[config.mk]
export PLATFORM = sky130hd
export DESIGN_NAME = wb_writeback_flat
export DESIGN_NICKNAME = d
export VERILOG_FILES = /design/src/rtl/wb_pkg.sv /design/src/rtl/wb_writeback_if.sv /design/src/rtl/wb_writeback_load_align.sv /design/src/rtl/wb_writeback.sv /design/src/flat_wrapper.sv
export SDC_FILE = /design/constraint.sdc
export NUM_CORES = 1
export LEC_CHECK = 0
export CORE_MARGIN = 2
export CORE_UTILIZATION = 50
export CTS_BUF_LIST = sky130_fd_sc_hd__clkbuf_2
export CTS_CLUSTER_DIAMETER = 150
export CTS_CLUSTER_SIZE = 25
export DETAILED_ROUTE_END_ITERATION = 8
export HOLD_SLACK_MARGIN = 0.12
export PLACE_DENSITY = 0.83
export SYNTH_ARGS = -nofsm -noshare
export SYNTH_HDL_FRONTEND = slang
export SYNTH_HIERARCHICAL = 1
export SYNTH_SLANG_ARGS = --single-unit
[constraint.sdc]
create_clock -name clk -period 2.95 [get_ports clk]
set_input_delay 0.885 -clock clk [delete_from_list [all_inputs] [get_ports clk]]
set_output_delay 0.885 -clock clk [all_outputs]
set_load 0.005 [all_outputs]
[src/rtl/wb_pkg.sv]
// Shared encodings for the writeback stage:
// load types, FSM states and byte-enable constants.
package wb_pkg;

  localparam int DW = 32;
  localparam int AW = 5;

  localparam logic [2:0] LOAD_NONE = 3'd0;
  localparam logic [2:0] LB        = 3'd1;
  localparam logic [2:0] LBU       = 3'd2;
  localparam logic [2:0] LH        = 3'd3;
  localparam logic [2:0] LHU       = 3'd4;
  localparam logic [2:0] LW        = 3'd5;
  localparam logic [2:0] LWL       = 3'd6;
  localparam logic [2:0] LWR       = 3'd7;

  localparam logic [1:0] ST_IDLE  = 2'd0;
  localparam logic [1:0] ST_WAIT  = 2'd1;
  localparam logic [1:0] ST_DRAIN = 2'd2;

  localparam logic [3:0] WE_ALL  = 4'b1111;
  localparam logic [3:0] WE_NONE = 4'b0000;

  function automatic logic [31:0] byte_mask(input logic [3:0] be);
    return {{8{be[3]}}, {8{be[2]}}, {8{be[1]}}, {8{be[0]}}};
  endfunction

endpackage

[src/rtl/wb_writeback_if.sv]
// Regfile write port: byte enables, address, data.
// master drives the write, slave is the regfile/bypass side.
interface wb_writeback_if;
  import wb_pkg::*;

  logic [3:0]    we;
  logic [AW-1:0] waddr;
  logic [DW-1:0] wdata;

  modport master (output we, output waddr, output wdata);
  modport slave  (input we, input waddr, input wdata);

endinterface

[src/rtl/wb_writeback_load_align.sv]
// Load data alignment: extracts/extends the addressed
// bytes and merges unaffected bytes from the old rt.
module load_align
  import wb_pkg::*;
(
  input  logic [2:0]  op,
  input  logic [1:0]  addr_lo,
  input  logic [31:0] dresp_data,
  input  logic [31:0] rt_old,
  output logic [3:0]  we4,
  output logic [31:0] data32
);

  logic [31:0] shifted;
  logic [31:0] mask;
  logic [31:0] lane;
  logic [7:0]  b;
  logic [15:0] h;

  assign lane = dresp_data >> {addr_lo, 3'b000};
  assign b    = lane[7:0];
  assign h    = addr_lo[1] ? dresp_data[31:16]
                           : dresp_data[15:0];

  always_comb begin
    we4     = WE_ALL;
    shifted = dresp_data;
    unique case (op)
      LB:  shifted = {{24{b[7]}}, b};
      LBU: shifted = {24'd0, b};
      LH:  shifted = {{16{h[15]}}, h};
      LHU: shifted = {16'd0, h};
      LW:  shifted = dresp_data;
      LWL: begin
        we4     = WE_ALL << (2'd3 - addr_lo);
        shifted = dresp_data << {2'd3 - addr_lo, 3'b000};
      end
      LWR: begin
        we4     = WE_ALL >> addr_lo;
        shifted = lane;
      end
      default: we4 = WE_NONE;
    endcase
  end

  assign mask   = byte_mask(we4);
  assign data32 = (shifted & mask) | (rt_old & ~mask);

endmodule

[src/rtl/wb_writeback.sv]
// MEM/WB register and load-response wait FSM driving
// the byte-enabled regfile write port.
module wb_writeback
  import wb_pkg::*;
(
  input  logic          clk,
  input  logic          rst,
  input  logic          mem_valid,
  input  logic [3:0]    mem_wen,
  input  logic [AW-1:0] mem_waddr,
  input  logic [DW-1:0] mem_wdata,
  input  logic [2:0]    mem_load_op,
  input  logic [1:0]    mem_addr_lo,
  input  logic [DW-1:0] mem_rt_old,
  input  logic          stall,
  input  logic          flush,
  input  logic          dresp_valid,
  input  logic [DW-1:0] dresp_data,
  wb_writeback_if.master rf,
  output logic          stallreq,
  output logic          mem_nofwd
);

  logic [1:0]    state;
  logic [AW-1:0] pend_waddr;
  logic [2:0]    pend_op;
  logic [1:0]    pend_lo;
  logic [DW-1:0] pend_rt;
  logic [3:0]    al_we;
  logic [DW-1:0] al_data;
  logic          capture;
  logic          is_load;

  assign stallreq  = (state == ST_WAIT) || (state == ST_DRAIN);
  assign is_load   = mem_load_op != LOAD_NONE;
  assign mem_nofwd = mem_valid && is_load;
  assign capture   = mem_valid && !stall && !stallreq && !flush;

  load_align u_align (
    .op         (pend_op),
    .addr_lo    (pend_lo),
    .dresp_data (dresp_data),
    .rt_old     (pend_rt),
    .we4        (al_we),
    .data32     (al_data)
  );

  always_ff @(posedge clk) begin
    if (rst) begin
      state      <= ST_IDLE;
      rf.we      <= WE_NONE;
      rf.waddr   <= '0;
      rf.wdata   <= '0;
      pend_waddr <= '0;
      pend_op    <= LOAD_NONE;
      pend_lo    <= '0;
      pend_rt    <= '0;
    end else begin
      rf.we <= WE_NONE;
      unique case (state)
        ST_IDLE: begin
          if (capture && is_load) begin
            pend_waddr <= mem_waddr;
            pend_op    <= mem_load_op;
            pend_lo    <= mem_addr_lo;
            pend_rt    <= mem_rt_old;
            state      <= ST_WAIT;
          end else if (capture) begin
            rf.we    <= (mem_waddr == '0) ? WE_NONE : mem_wen;
            rf.waddr <= mem_waddr;
            rf.wdata <= mem_wdata;
          end
        end
        ST_WAIT: begin
          if (dresp_valid) begin
            state <= ST_IDLE;
            // a flushed load still consumes its response
            if (!flush) begin
              rf.we    <= (pend_waddr == '0) ? WE_NONE : al_we;
              rf.waddr <= pend_waddr;
              rf.wdata <= al_data;
            end
          end else if (flush) begin
            state <= ST_DRAIN;
          end
        end
        ST_DRAIN: begin
          if (dresp_valid) state <= ST_IDLE;
        end
        default: state <= ST_IDLE;
      endcase
    end
  end

endmodule
[src/flat_wrapper.sv]
// flat-port wrapper written by rule: the top's interface ports become plain ports
module wb_writeback_flat import wb_pkg::*;
  (clk, rst, mem_valid, mem_wen, mem_waddr, mem_wdata, mem_load_op, mem_addr_lo, mem_rt_old, stall, flush, dresp_valid, dresp_data, stallreq, mem_nofwd, rf_we, rf_waddr, rf_wdata);
  wb_writeback_if rf_i ();
  input  logic clk;
  input  logic rst;
  input  logic mem_valid;
  input  logic [3:0] mem_wen;
  input  logic [AW-1:0] mem_waddr;
  input  logic [DW-1:0] mem_wdata;
  input  logic [2:0] mem_load_op;
  input  logic [1:0] mem_addr_lo;
  input  logic [DW-1:0] mem_rt_old;
  input  logic stall;
  input  logic flush;
  input  logic dresp_valid;
  input  logic [DW-1:0] dresp_data;
  output logic stallreq;
  output logic mem_nofwd;
  output wire logic [$bits(rf_i.we)-1:0] rf_we;
  output wire logic [$bits(rf_i.waddr)-1:0] rf_waddr;
  output wire logic [$bits(rf_i.wdata)-1:0] rf_wdata;
  assign rf_we = rf_i.we;
  assign rf_waddr = rf_i.waddr;
  assign rf_wdata = rf_i.wdata;
  wb_writeback u_core (.clk(clk), .rst(rst), .mem_valid(mem_valid), .mem_wen(mem_wen), .mem_waddr(mem_waddr), .mem_wdata(mem_wdata), .mem_load_op(mem_load_op), .mem_addr_lo(mem_addr_lo), .mem_rt_old(mem_rt_old), .stall(stall), .flush(flush), .dresp_valid(dresp_valid), .dresp_data(dresp_data), .rf(rf_i), .stallreq(stallreq), .mem_nofwd(mem_nofwd));
endmodule
# After elaboration in Yosys (flattened, before gate mapping)

Index checks and enable logic that the tools add are counted.

Register bits after elaboration: 85
Input bits: 116
Output and inout port bits: 43
Word-level logic and storage cells: 76

Add/subtract/negate cells: 1
Equal/unequal tests: 16
Shift operators: 4
Multiplexer cells: 25
Bitwise logic cells: 4
Reductions and logical operators: 18

Operators by type and width:

| kind                                                  | number |
|---|---|
| one-hot mux 32 bit (6 select lines)                   | 1 |
| 2-to-1 mux 32 bit                                     | 4 |
| bitwise AND 32 bit                                    | 2 |
| one-hot mux 32 bit (2 select lines)                   | 1 |
| inverter 32 bit                                       | 1 |
| bitwise OR 32 bit                                     | 1 |
| left shift 32 x 5 -> 32 bit                           | 1 |
| >> shifter 32 x 5 -> 32 bit                           | 1 |
| 2-to-1 mux 4 bit                                      | 6 |
| 2-to-1 mux 5 bit                                      | 4 |
| 2-to-1 mux 16 bit                                     | 1 |
| == test 3 bit, second input constant                  | 4 |
| one-hot mux 4 bit (3 select lines)                    | 1 |
| logical NOT 5 bit                                     | 2 |
| one-hot mux 5 bit (2 select lines)                    | 1 |
| 2-to-1 mux 2 bit                                      | 4 |
| inequality test 2 bit, second input constant          | 4 |
| one-hot mux 4 bit (2 select lines)                    | 1 |
| == test 3 x 2 -> 1 bit, second input constant         | 2 |
| one-hot mux 2 bit (3 select lines)                    | 1 |
| logical AND 1 bit                                     | 5 |
| AND reduction 5 bit                                   | 1 |
| OR reduction 5 bit                                    | 1 |
| inequality test 2 x 1 -> 1 bit, second input constant | 2 |
| 14 further kinds                                      | 16 |

# Logic depth before layout (Yosys ltp)

Depth in word-level cells: 9
Gate-level depth with buffers: 10
Gate-level depth less buffers: 8

# Cells and area by module

Netlist, hierarchy kept.

Modules (own cells, without submodules):

| module       | instances | cells each | area an instance (um^2) | sequential area each (um^2) |
|---|---|---|---|---|
| wb_writeback | 1         | 394        | 3,698.5                 | 1,701.6 |
| load_align   | 1         | 286        | 2,018.2                 | 0.0 |

# Least setup slack after synthesis

No wires, ideal clock.

Path kind: input to output
Start point: in mem_load_op[2]
End point: out mem_nofwd
Arrival: 1.480 ns
Data required time: 2.065 ns
Slack: 0.585 ns
Stages on the path: 2
Buffers on the path: 0
Path through: or3_1 -> and2_1

Word-level cells in the longest chain between the ends: 2

RTL lines:

| item               | RTL line           | RTL |
|---|---|---|
| from (decl)        | flat_wrapper.sv:11 | `input logic [2:0] mem_load_op;` |
| nonzero test 3 bit | wb_writeback.sv:35 | `assign is_load = mem_load_op != LOAD_NONE;` |
| logical AND 1 bit  | wb_writeback.sv:36 | `assign mem_nofwd = mem_valid && is_load;` |
| to (decl)          | flat_wrapper.sv:19 | `output logic mem_nofwd;` |

No other way between the ends.

# Worst setup path in the final report

Start point: in mem_load_op[0]
End point: out mem_nofwd

The elaborated chain is that of the path after synthesis.

==> results.py <==
metrics = {
    "run_status": {
        "status": "complete, no violations",
    },
    "sta": {
        "fin_crit_sh_pct": 98.6,
        "setup_violations": 0,
        "tightest_slew_ps": 627,
        "slew_viol_final": 0,
        "fin_crit_ps": 2910,
        "skew_ps": 27.1,
        "finalHoldViolCount": 0,
        "max-slew-margin-rel_pct": 57.8,
        "holdWs_ps": 474,
        "max_freq_mhz": 344,
        "rsz0062_at_grt": "no",
    },
    "die": {
        "die_h_um": 111,
        "io_pins": 159,
        "dieArea_um2": 12300,
        "die_x_um": 111,
        "fp-row-count": 39,
        "core-area_um2": 11300,
        "initial_utilization_pct": 50.7,
    },
    "place": {
        "port_buffers": 158,
        "hpwl_um": 15100,
        "gp_congestion": 0.963,
    },
    "power_and_ir_drop": {
        "internal_power_uw": 1940,
        "swShare_pct": 31.1,
        "power_frac_clock_pct": 24.6,
        "p_per_area_nw_per_um2": 360,
        "switchingPower_uw": 873,
        "static-leakage-power_uw": 0.00266,
        "power_uw": 2810,
        "comb_power_share_pct": 30.9,
        "peakVddDrop_mv": 0.311,
        "seqPwrFrac_pct": 44.4,
    },
    "routing": {
        "routed_wl_um": 19500,
        "vias_per_cell": 6.06,
        "ant_nets": 0,
        "post_drt_wl_per_cell_um": 19.4,
        "via_count": 6078,
        "initialDrtViolationCount": 735,
        "route.detailed.drc": 0,
        "firstDrtPassIters": 8,
    },
    "setup_path": {
        "rr_startpoint": "u_core/pend_op[2]",
        "worstSetupStartpoint": "mem_load_op[0]",
        "critPathArrivalTime_ps": 2020,
        "end_kind": "primary output",
        "r2r-end": "u_core/rf.wdata[7]",
        "crit_type": "input port to primary output",
        "cp_max_fo": 2,
        "reg2regPathDepth": 9,
        "ff2ff_setup_slack_ps": 270,
        "start_kind": "input port",
        "crit_end": "mem_nofwd",
        "required_ps": 2070,
    },
    "final_layout": {
        "multi_input_area_um2": 3630,
        "nets": 974,
        "area_delta_synth_final_pct": 36.4,
        "n_antenna_cell": 0,
        "final_util_pct": 69.2,
        "regArea_um2": 1700,
        "nFillCells": 923,
        "drive_gt1_share_pct": 19.4,
    },
    "clock_tree": {
        "cts_max_path_buffers": 2,
        "numCtsBuffers": 9,
        "htree_levels": 3,
        "cts_sinks": 85,
        "post-cts-setup-buffer-count": 0,
        "tritoncts": "built",
        "clk_pin_slew_ps": 210,
        "clock_latency_ps": 570,
        "cts_root_buf": "clkbuf_2",
        "hold_buffers": 0,
    },
    "logic_synthesis": {
        "synth_warnings": 6,
        "synth_ff_type": "dfxtp_1",
        "synth_edf_count": 0,
        "async_flop_share_pct": 0,
        "seq_area_frac_synth_pct": 29.8,
        "yosys.area.top_type_share_pct": 29.8,
        "synth_nets": 799,
        "ys_ff_latch": 85,
        "synthTopCellsByCount": "nand2_1, a21oi_1, dfxtp_1",
        "synth_top_cell_by_area": "dfxtp_1",
        "yosys-top-cells-area": "dfxtp_1, mux2i_1, a21oi_1, nand2_1, a211oi_2",
        "synth_cells": 680,
        "ys_types": 64,
        "synth_area_um2": 5720,
        "synth.most_common_cell": "nand2_1",
        "avgSynthCellArea_um2": 8.41,
    },
    "hold_path": {
        "hold_class": "flip-flop to flip-flop",
    },
    "global_routing": {
        "grt_pass1_vias": 5943,
        "grt_util_all_layers_pct": 31.4,
        "grt_overflow": 0,
        "grt_max_degree": 44,
        "grt_pass1_wl_um": 31000,
        "antenna_found_initial": 1,
    },
    "flow_run": {
        "cap_violations": 0,
    },
}
per-layer routing:
layer	vias to the layer above	global-route usage [%]	wire [µm]
li1	2855	-	-
met5	-	0	10
met1	2854	39.8	7990
met3	51	6.18	1670
met2	316	51.8	9110
met4	2	13.7	672
power by group through the flow:
stage / clock network [µW] / registers [µW] / logic, µW
after floorplan: 0 / 1260 / 453
after global placement: 0 / 1270 / 840
after detailed placement: 0 / 1270 / 857
after CTS: 706 / 1250 / 860
after global routing: 746 / 1260 / 928
final: 691 / 1250 / 869
cell families (layout without fill, tap and decap cells):
| family | after synthesis | count (layout) | synth area share (%) |
|---|---|---|---|
| flops | 85 | 85 | 29.8 |
| compound gates | 218 | 218 | 30.2 |
| xor+xnor | 2 | 2 | 0.306 |
| mux | 71 | 71 | 13.0 |
| buf+inv | 67 | 247 | 7.00 |
| fa+ha+maj | 3 | 3 | 0.657 |
| simple gates | 234 | 234 | 19.1 |
area by class of cell:
cell class                 count  area share (%)
clock buffer                  12           0.770
tap                          143            2.29
clock inverter                 4           0.931
inverter                       7           0.337
sequential                    85            21.8
multi-input combinational    528            46.6
timing repair buffer         224            27.3
worst max-delay path: stages:
cell and delay (ps):
clkdlybuf4s50_1 420, or3_4 370, and2_1 150, clkdlybuf4s15_1 200
flip-flops by register name, summed over array words and instances, names as in the netlist:
register and cells:
u_core/pend_lo 2, u_core/pend_rt 32, u_core/rf.wdata 32, u_core/rf.waddr 5
u_core/pend_waddr 5, u_core/pend_op 3, u_core/state 2, u_core/rf.we 4
metrics by stage:
step,std cells,setup slack (ps),instance area (µm²),TNS (ps)
floorplan,680,585,5720,0
global placement,987,-216,7660,-216
detailed placement,987,-259,7660,-586
CTS,1003,2.76,7790,0
global route,1003,1.04,7800,0
finish,1003,41.4,7800,0
cells in the final DEF, fill, tap and decap left out, types with 16 or more instances in the layout:
cell type	instances
clkdlybuf4s50_1	155
nand2_1	115
a21oi_1	94
dfxtp_1	85
nor2_1	69
buf_4	63
mux2i_1	53
a211oi_2	30
a221oi_1	24
a221oi_2	16
how the worst min path moves through the flow:
stage                         end  slack [ps]                from  depth (start not counted)
2_1_floorplan   u_core/pend_op[0]         430   u_core/pend_op[0]                          2
3_3_place_gp   u_core/pend_rt[29]         450  u_core/pend_rt[29]                          2
3_5_place_dp   u_core/pend_rt[30]         450  u_core/pend_rt[30]                          2
4_1_cts        u_core/pend_rt[30]         480  u_core/pend_rt[30]                          2
5_1_grt        u_core/pend_rt[17]         490  u_core/pend_rt[17]                          2
6_report        u_core/pend_rt[1]         470   u_core/pend_rt[1]                          2
repair_timing:
item                                    CTS  global route
gates cloned                              0             0
gates resized for setup                   2             2
pin swaps                                 2             0
endpoints found under the setup margin    1             1
No activity file was read; power rests on OpenSTA's default activity.
